`config.mk`:
```
export PLATFORM = sky130hd
export DESIGN_NAME = psmac_operand_packer
export DESIGN_NICKNAME = d
export VERILOG_FILES = /design/src/rtl/psmac_operand_packer.sv
export SDC_FILE = /design/constraint.sdc
export NUM_CORES = 1
export LEC_CHECK = 0
export ABC_CLOCK_PERIOD_IN_PS = 3500
export CORE_ASPECT_RATIO = 0.7
export CORE_MARGIN = 4
export CORE_UTILIZATION = 30
export DETAILED_ROUTE_END_ITERATION = 12
export PLACE_DENSITY = 0.58
export SYNTH_ARGS = -nofsm -noshare
export SYNTH_HDL_FRONTEND = slang
export SYNTH_SLANG_ARGS = --single-unit
```
`constraint.sdc`:
```
create_clock -name clk -period 3.5 [get_ports clk]
set_input_delay 0.35 -clock clk [delete_from_list [all_inputs] [get_ports clk]]
set_output_delay 0.35 -clock clk [all_outputs]
set_load 0.01 [all_outputs]
```
`src/rtl/psmac_operand_packer.sv`:
```
// Operand packer for the precision-scalable MAC PE: packs (x, w) pairs into the
// PE's 32-bit digit layout with sign-control vectors and precision selects.
module psmac_operand_packer #(
  parameter int unsigned FLUSH_TIMEOUT = 0
) (
  input  logic        clk,
  input  logic        rst_n,
  input  logic [1:0]  cfg_prec,
  input  logic        in_valid,
  output logic        in_ready,
  input  logic [7:0]  in_x,
  input  logic [7:0]  in_w,
  input  logic        in_xs,
  input  logic        in_ws,
  input  logic        in_last,
  output logic        out_valid,
  input  logic        out_ready,
  output logic [31:0] out_ip,
  output logic [31:0] out_wt,
  output logic [15:0] out_sx,
  output logic [15:0] out_sy,
  output logic        out_mode1,
  output logic        out_mode2,
  output logic        out_last
);

  typedef enum logic [1:0] {PREC_8B, PREC_4B, PREC_2B} prec_e;

  function automatic prec_e map_prec(input logic [1:0] c);
    case (c)
      2'd1:    return PREC_4B;
      2'd2:    return PREC_2B;
      default: return PREC_8B;
    endcase
  endfunction

  // Slot byte for one nibble: ip repeats {d1,d0}, wt duplicates each digit.
  function automatic logic [7:0] slot_ip(input logic [3:0] n);
    return {n[3:2], n[1:0], n[3:2], n[1:0]};
  endfunction

  function automatic logic [7:0] slot_wt(input logic [3:0] n);
    return {n[3:2], n[3:2], n[1:0], n[1:0]};
  endfunction

  logic [31:0] w_ip, w_wt;
  logic [15:0] w_sx, w_sy;
  prec_e       w_prec;
  logic [4:0]  w_cnt;
  logic        w_full, w_last;
  logic [7:0]  idle_cnt;

  logic        accept, out_free, idle, tmo;
  logic        close_now, load_buf, load_direct, hold;
  prec_e       eff_prec;
  logic [4:0]  n_pairs, cnt_nxt;
  logic [31:0] p_ip, p_wt, m_ip, m_wt;
  logic [15:0] p_sx, p_sy, m_sx, m_sy;
  logic        m_last;

  assign in_ready = !w_full;

  always_comb begin
    accept   = in_valid && in_ready;
    out_free = !out_valid || out_ready;
    eff_prec = (w_cnt == '0) ? map_prec(cfg_prec) : w_prec;
    cnt_nxt  = w_cnt + 5'd1;

    case (eff_prec)
      PREC_4B: n_pairs = 5'd4;
      PREC_2B: n_pairs = 5'd16;
      default: n_pairs = 5'd1;
    endcase

    p_ip = '0;
    p_wt = '0;
    p_sx = '0;
    p_sy = '0;
    if (accept) begin
      case (eff_prec)
        PREC_4B: begin
          p_ip = 32'(slot_ip(in_x[3:0])) << {w_cnt[1:0], 3'b000};
          p_wt = 32'(slot_wt(in_w[3:0])) << {w_cnt[1:0], 3'b000};
          p_sx = (in_xs ? 16'h000A : 16'h0000) << {w_cnt[1:0], 2'b00};
          p_sy = (in_ws ? 16'h000C : 16'h0000) << {w_cnt[1:0], 2'b00};
        end
        PREC_2B: begin
          p_ip = 32'(in_x[1:0]) << {w_cnt[3:0], 1'b0};
          p_wt = 32'(in_w[1:0]) << {w_cnt[3:0], 1'b0};
          p_sx = 16'(in_xs) << w_cnt[3:0];
          p_sy = 16'(in_ws) << w_cnt[3:0];
        end
        default: begin
          // Slots in order: (x_lo,w_lo), (x_hi,w_lo), (x_lo,w_hi), (x_hi,w_hi).
          p_ip = {slot_ip(in_x[7:4]), slot_ip(in_x[3:0]),
                  slot_ip(in_x[7:4]), slot_ip(in_x[3:0])};
          p_wt = {slot_wt(in_w[7:4]), slot_wt(in_w[7:4]),
                  slot_wt(in_w[3:0]), slot_wt(in_w[3:0])};
          p_sx = in_xs ? 16'hA0A0 : 16'h0000;
          p_sy = in_ws ? 16'hCC00 : 16'h0000;
        end
      endcase
    end

    m_ip   = w_ip | p_ip;
    m_wt   = w_wt | p_wt;
    m_sx   = w_sx | p_sx;
    m_sy   = w_sy | p_sy;
    m_last = accept && in_last;

    idle = (w_cnt != '0) && !w_full && !accept;
    tmo  = (FLUSH_TIMEOUT != 0) && idle &&
           ((32'(idle_cnt) + 32'd1) >= FLUSH_TIMEOUT);

    close_now   = (accept && (in_last || cnt_nxt == n_pairs)) || tmo;
    load_buf    = w_full && out_free;
    load_direct = close_now && out_free;
    hold        = close_now && !out_free;
  end

  always_ff @(posedge clk or negedge rst_n) begin
    if (!rst_n) begin
      w_ip   <= '0;
      w_wt   <= '0;
      w_sx   <= '0;
      w_sy   <= '0;
      w_prec <= PREC_8B;
      w_cnt  <= '0;
      w_full <= 1'b0;
      w_last <= 1'b0;
    end else if (load_buf || load_direct) begin
      w_ip   <= '0;
      w_wt   <= '0;
      w_sx   <= '0;
      w_sy   <= '0;
      w_cnt  <= '0;
      w_full <= 1'b0;
      w_last <= 1'b0;
    end else if (hold || accept) begin
      w_ip   <= m_ip;
      w_wt   <= m_wt;
      w_sx   <= m_sx;
      w_sy   <= m_sy;
      w_prec <= eff_prec;
      w_cnt  <= accept ? cnt_nxt : w_cnt;
      w_full <= hold;
      w_last <= m_last;
    end
  end

  always_ff @(posedge clk or negedge rst_n) begin
    if (!rst_n) begin
      idle_cnt <= '0;
    end else if (!idle || tmo) begin
      idle_cnt <= '0;
    end else if (idle_cnt != '1) begin
      idle_cnt <= idle_cnt + 8'd1;
    end
  end

  always_ff @(posedge clk or negedge rst_n) begin
    if (!rst_n) begin
      out_valid <= 1'b0;
      out_ip    <= '0;
      out_wt    <= '0;
      out_sx    <= '0;
      out_sy    <= '0;
      out_mode1 <= 1'b0;
      out_mode2 <= 1'b0;
      out_last  <= 1'b0;
    end else if (load_buf) begin
      out_valid <= 1'b1;
      out_ip    <= w_ip;
      out_wt    <= w_wt;
      out_sx    <= w_sx;
      out_sy    <= w_sy;
      out_mode1 <= (w_prec != PREC_2B);
      out_mode2 <= (w_prec == PREC_8B);
      out_last  <= w_last;
    end else if (load_direct) begin
      out_valid <= 1'b1;
      out_ip    <= m_ip;
      out_wt    <= m_wt;
      out_sx    <= m_sx;
      out_sy    <= m_sy;
      out_mode1 <= (eff_prec != PREC_2B);
      out_mode2 <= (eff_prec == PREC_8B);
      out_last  <= m_last;
    end else if (out_ready) begin
      out_valid <= 1'b0;
    end
  end

endmodule
```
==> results.sh <==
export IMPL_cts_root_buf="clkbuf_16"
export IMPL_clock_fmax_mhz=301.8
export IMPL_cp_arrival_ps=3730
export IMPL_p_sw_mw=5.153
export IMPL_die_area_sq_um=38570
export IMPL_hold_depth=3
export IMPL_ys_types=58
export IMPL_clockBufferDepth=3
export IMPL_synthTopCellsByCount="dfrtp_1, nor2_1, a21oi_1, nand2_1, clkbuf_1"
export IMPL_grt_pass1_vias=8915
export IMPL_dr_total_vias=9420
export IMPL_start_util_pct=30.55
export IMPL_drt_iter0_drc=913
export IMPL_outcome="complete, no violations"
export IMPL_crit_chain="inv_1 > ha_1 > or4b_4 > a21o_1 > ha_1 > inv_1 > o21ai_0 > buf_4 > o21bai_1 > mux2_2"
export IMPL_utilization_pct=38.19
export IMPL_track_usage_pct=17.98
export IMPL_tritoncts="done"
export IMPL_grt_overflow_total=0
export IMPL_routed_wl_mm=35.13
export IMPL_grt_pass1_wl_mm=54.79
export IMPL_yosysTopAreaCellShare_pct=48.25
export IMPL_report_power_total_mw=12.44
export IMPL_numPlacedInstances=1703
export IMPL_io_pins=126
export IMPL_rsz0062_at_grt="no"
export IMPL_rows=57
export IMPL_drv_slew=0
export IMPL_swShare_pct=41.43
export IMPL_post_dp_cell_area_sq_um=12480
export IMPL_port_buffers=125
export IMPL_antennaDiodeCount=0
export IMPL_routabilityCongestion=0.8848
export IMPL_path_clk_slew_ps=60
export IMPL_vias_per_cell=5.398
export IMPL_end_kind="register"
export IMPL_worst_slew_margin_rel_pct=37.54
export IMPL_clock_skew_ps=29.41
export IMPL_p_seq_share_pct=29.6
export IMPL_crit_slowest_cell="o21ai_0"
export IMPL_finalCritPeriodShare_pct=94.66
export IMPL_reg2reg_to="out_wt[14]$_DFFE_PN0P_"
export IMPL_cts_max_level=1
export IMPL_leakage_nw=5.631
export IMPL_fillers=3536
export IMPL_dp_hpwl_mm=23.70
export IMPL_avgSynthCellArea_sq_um=9.103
export IMPL_grt_max_degree=147
export IMPL_hold_end="w_cnt[3]$_DFFE_PN0P_"
export IMPL_synth_edf_count=0
export IMPL_cts_buffers=23
export IMPL_p_int_mw=7.285
export IMPL_ant_nets=0
export IMPL_synth_most_common_cell="dfrtp_1"
export IMPL_dp_slack_ps=150.3
export IMPL_clkPwrFrac_pct=20.3
export IMPL_tightest_slew_ps=934.0
export IMPL_area_growth_pct=24.99
export IMPL_syn_area_sq_um=10630
export IMPL_hold_start="in_valid"
export IMPL_min_path_type="in -> reg"
export IMPL_crit_required_ps=3910
export IMPL_synthesis_instances=1168
export IMPL_fin_hold_ws_ps=369.0
export IMPL_vdd_drop_max_uv=394.1
export IMPL_crit_path_start_kind="register"
export IMPL_async_flop_share_pct=100.0
export IMPL_yosys_area_top_type="dfrtp_1"
export IMPL_cp_slowest_stage_delay_ps=660
export IMPL_drc=0
export IMPL_nets=1287
export IMPL_setup_tns_ps=0
export IMPL_ys_warn_count=0
export IMPL_core_area_sq_um=34800
export IMPL_fin_crit_ps=3313
export IMPL_yosys_top_cells_area="dfrtp_1, nor2_1, a21oi_1"
export IMPL_routedWlPerCell_um=20.13
export IMPL_final_cells=1745
export IMPL_combPwrFrac_pct=50.0
export IMPL_ys_seq_area_share_pct=48.25
export IMPL_clk_latency_ps=540
export IMPL_die_w_um=233.0
export IMPL_timing_rr_start="w_cnt[0]$_DFFE_PN0P_"
export IMPL_final_hold_violation_count=0
export IMPL_design_area_sq_um=13290
export IMPL_setup_slack_ps=186.9
export IMPL_drive_gt1_share_pct=13.83
export IMPL_power_density_nw_per_um2=935.9
export IMPL_clock_sinks=205
export IMPL_setup_violations=0
export IMPL_drv_cap=0
export IMPL_crit_type="reg -> reg"
export IMPL_fp_dieH_um=165.5
export IMPL_grt_antenna_before_repair=0
export IMPL_critPathMaxFanout=7
export IMPL_firstDrtPassIters=5
export IMPL_synth_main_ff_cell="dfrtp_1"
export IMPL_synth_seq_cells=205
export IMPL_ff2ff_setup_slack_ps=190
export IMPL_reg2reg_depth=10
export IMPL_synth_nets=1198
[power by group through the flow]
stage	Clock (mW)	Combinational (mW)	Sequential [mW]
2_1_floorplan	0	3.59	3.82
3_3_place_gp	0	6.10	3.70
3_5_place_dp	0	6.17	3.72
4_1_cts	2.59	6.21	3.68
5_1_grt	2.69	6.80	3.80
6_report	2.53	6.22	3.69
[how the worst max path moves through the flow]
stage,end,depth (start not counted),slack (ps),from
5_1_grt,out_wt[19]$_DFFE_PN0P_,13,3,w_cnt[0]$_DFFE_PN0P_
6_report,out_wt[14]$_DFFE_PN0P_,10,190,w_cnt[0]$_DFFE_PN0P_
3_5_place_dp,out_wt[19]$_DFFE_PN0P_,13,150,w_cnt[0]$_DFFE_PN0P_
4_1_cts,out_wt[19]$_DFFE_PN0P_,13,140,w_cnt[0]$_DFFE_PN0P_
2_1_floorplan,out_wt[12]$_DFFE_PN0P_,14,40,w_cnt[0]$_DFFE_PN0P_
3_3_place_gp,out_wt[14]$_DFFE_PN0P_,11,160,w_cnt[0]$_DFFE_PN0P_
[worst max-delay path: cells and delay by family (launching register included)]
kind / cells / cell delay, ps
AOI/OAI and AO/OA: 3 / 1020
and+or+nand+nor: 1 / 520
adders and majority gates: 2 / 530
DFF: 1 / 370
buffers and inverters: 3 / 490
muxes: 1 / 290
[routing by layer]
layer | track usage (%) | vias to the layer above | routed length (um)
met4 | 3.013 | 0 | 582
met1 | 27.32 | 4664 | 17010
met2 | 26.37 | 394 | 14950
met5 | 0 | - | 0
met3 | 4.115 | 47 | 2586
li1 | - | 4315 | -
[layout make-up]
| class | count | area, sq um | area share [%] |
|---|---|---|---|
| timing repair buffer | 169 | 1683 | 12.66 |
| sequential | 205 | 5131 | 38.61 |
| multi-input combinational | 842 | 5049 | 37.99 |
| clock buffer | 32 | 649.4 | 4.886 |
| tap | 472 | 590.6 | 4.444 |
| clock inverter | 9 | 127.6 | 0.9603 |
| inverter | 16 | 60.06 | 0.4519 |
[state kept, by name, summed over array words and instances, names as in the netlist]
| signal | count |
|---|---|
| out_ip | 32 |
| out_last | 1 |
| out_mode1 | 1 |
| out_mode2 | 1 |
| out_sx | 16 |
| out_sy | 16 |
| out_valid | 1 |
| out_wt | 32 |
| w_cnt | 5 |
| w_full | 1 |
| w_ip | 32 |
| w_last | 1 |
| w_prec | 2 |
| w_sx | 16 |
| w_sy | 16 |
| w_wt | 32 |
[cells in the final DEF (no fill, tap or decap), types with 7 or more instances in the layout]
| master | synthesis | routed |
|---|---|---|
| dfrtp_1 | 205 | 204 |
| nor2_1 | 178 | 178 |
| clkdlybuf4s50_1 | 0 | 123 |
| a21oi_1 | 110 | 110 |
| nand2_1 | 108 | 107 |
| o21ai_0 | 56 | 56 |
| nand3_1 | 55 | 55 |
| o31ai_1 | 49 | 49 |
| mux2_2 | 36 | 36 |
| nor3_2 | 34 | 36 |
| buf_4 | 5 | 35 |
| o21bai_1 | 27 | 27 |
| a31oi_1 | 28 | 26 |
| clkbuf_16 | 0 | 23 |
| a221oi_1 | 18 | 18 |
| inv_1 | 16 | 16 |
| nor2b_1 | 17 | 15 |
| mux2i_1 | 11 | 11 |
| and3_1 | 9 | 9 |
| nor3_1 | 11 | 9 |
| mux2_1 | 8 | 8 |
| buf_12 | 0 | 8 |
| a21o_1 | 7 | 7 |
| a31o_2 | 7 | 7 |
[repair_timing]
item	4_1_cts	5_1_grt
endpoints found under the setup margin	0	108
setup buffers	0	0
hold buffers	1	0
gates resized for setup	0	5
hold endpoints to repair	89	0
[cells by family after synthesis]
kind of cell	synth area share (%)
and+or+nand+nor	19.89
AOI/OAI and AO/OA	20.12
DFF	48.25
buffers and inverters	4.966
muxes	5.696
xor gates and xnor gates	0.4942
adders and majority gates	0.5884
Power figures use the tool's default switching activity.
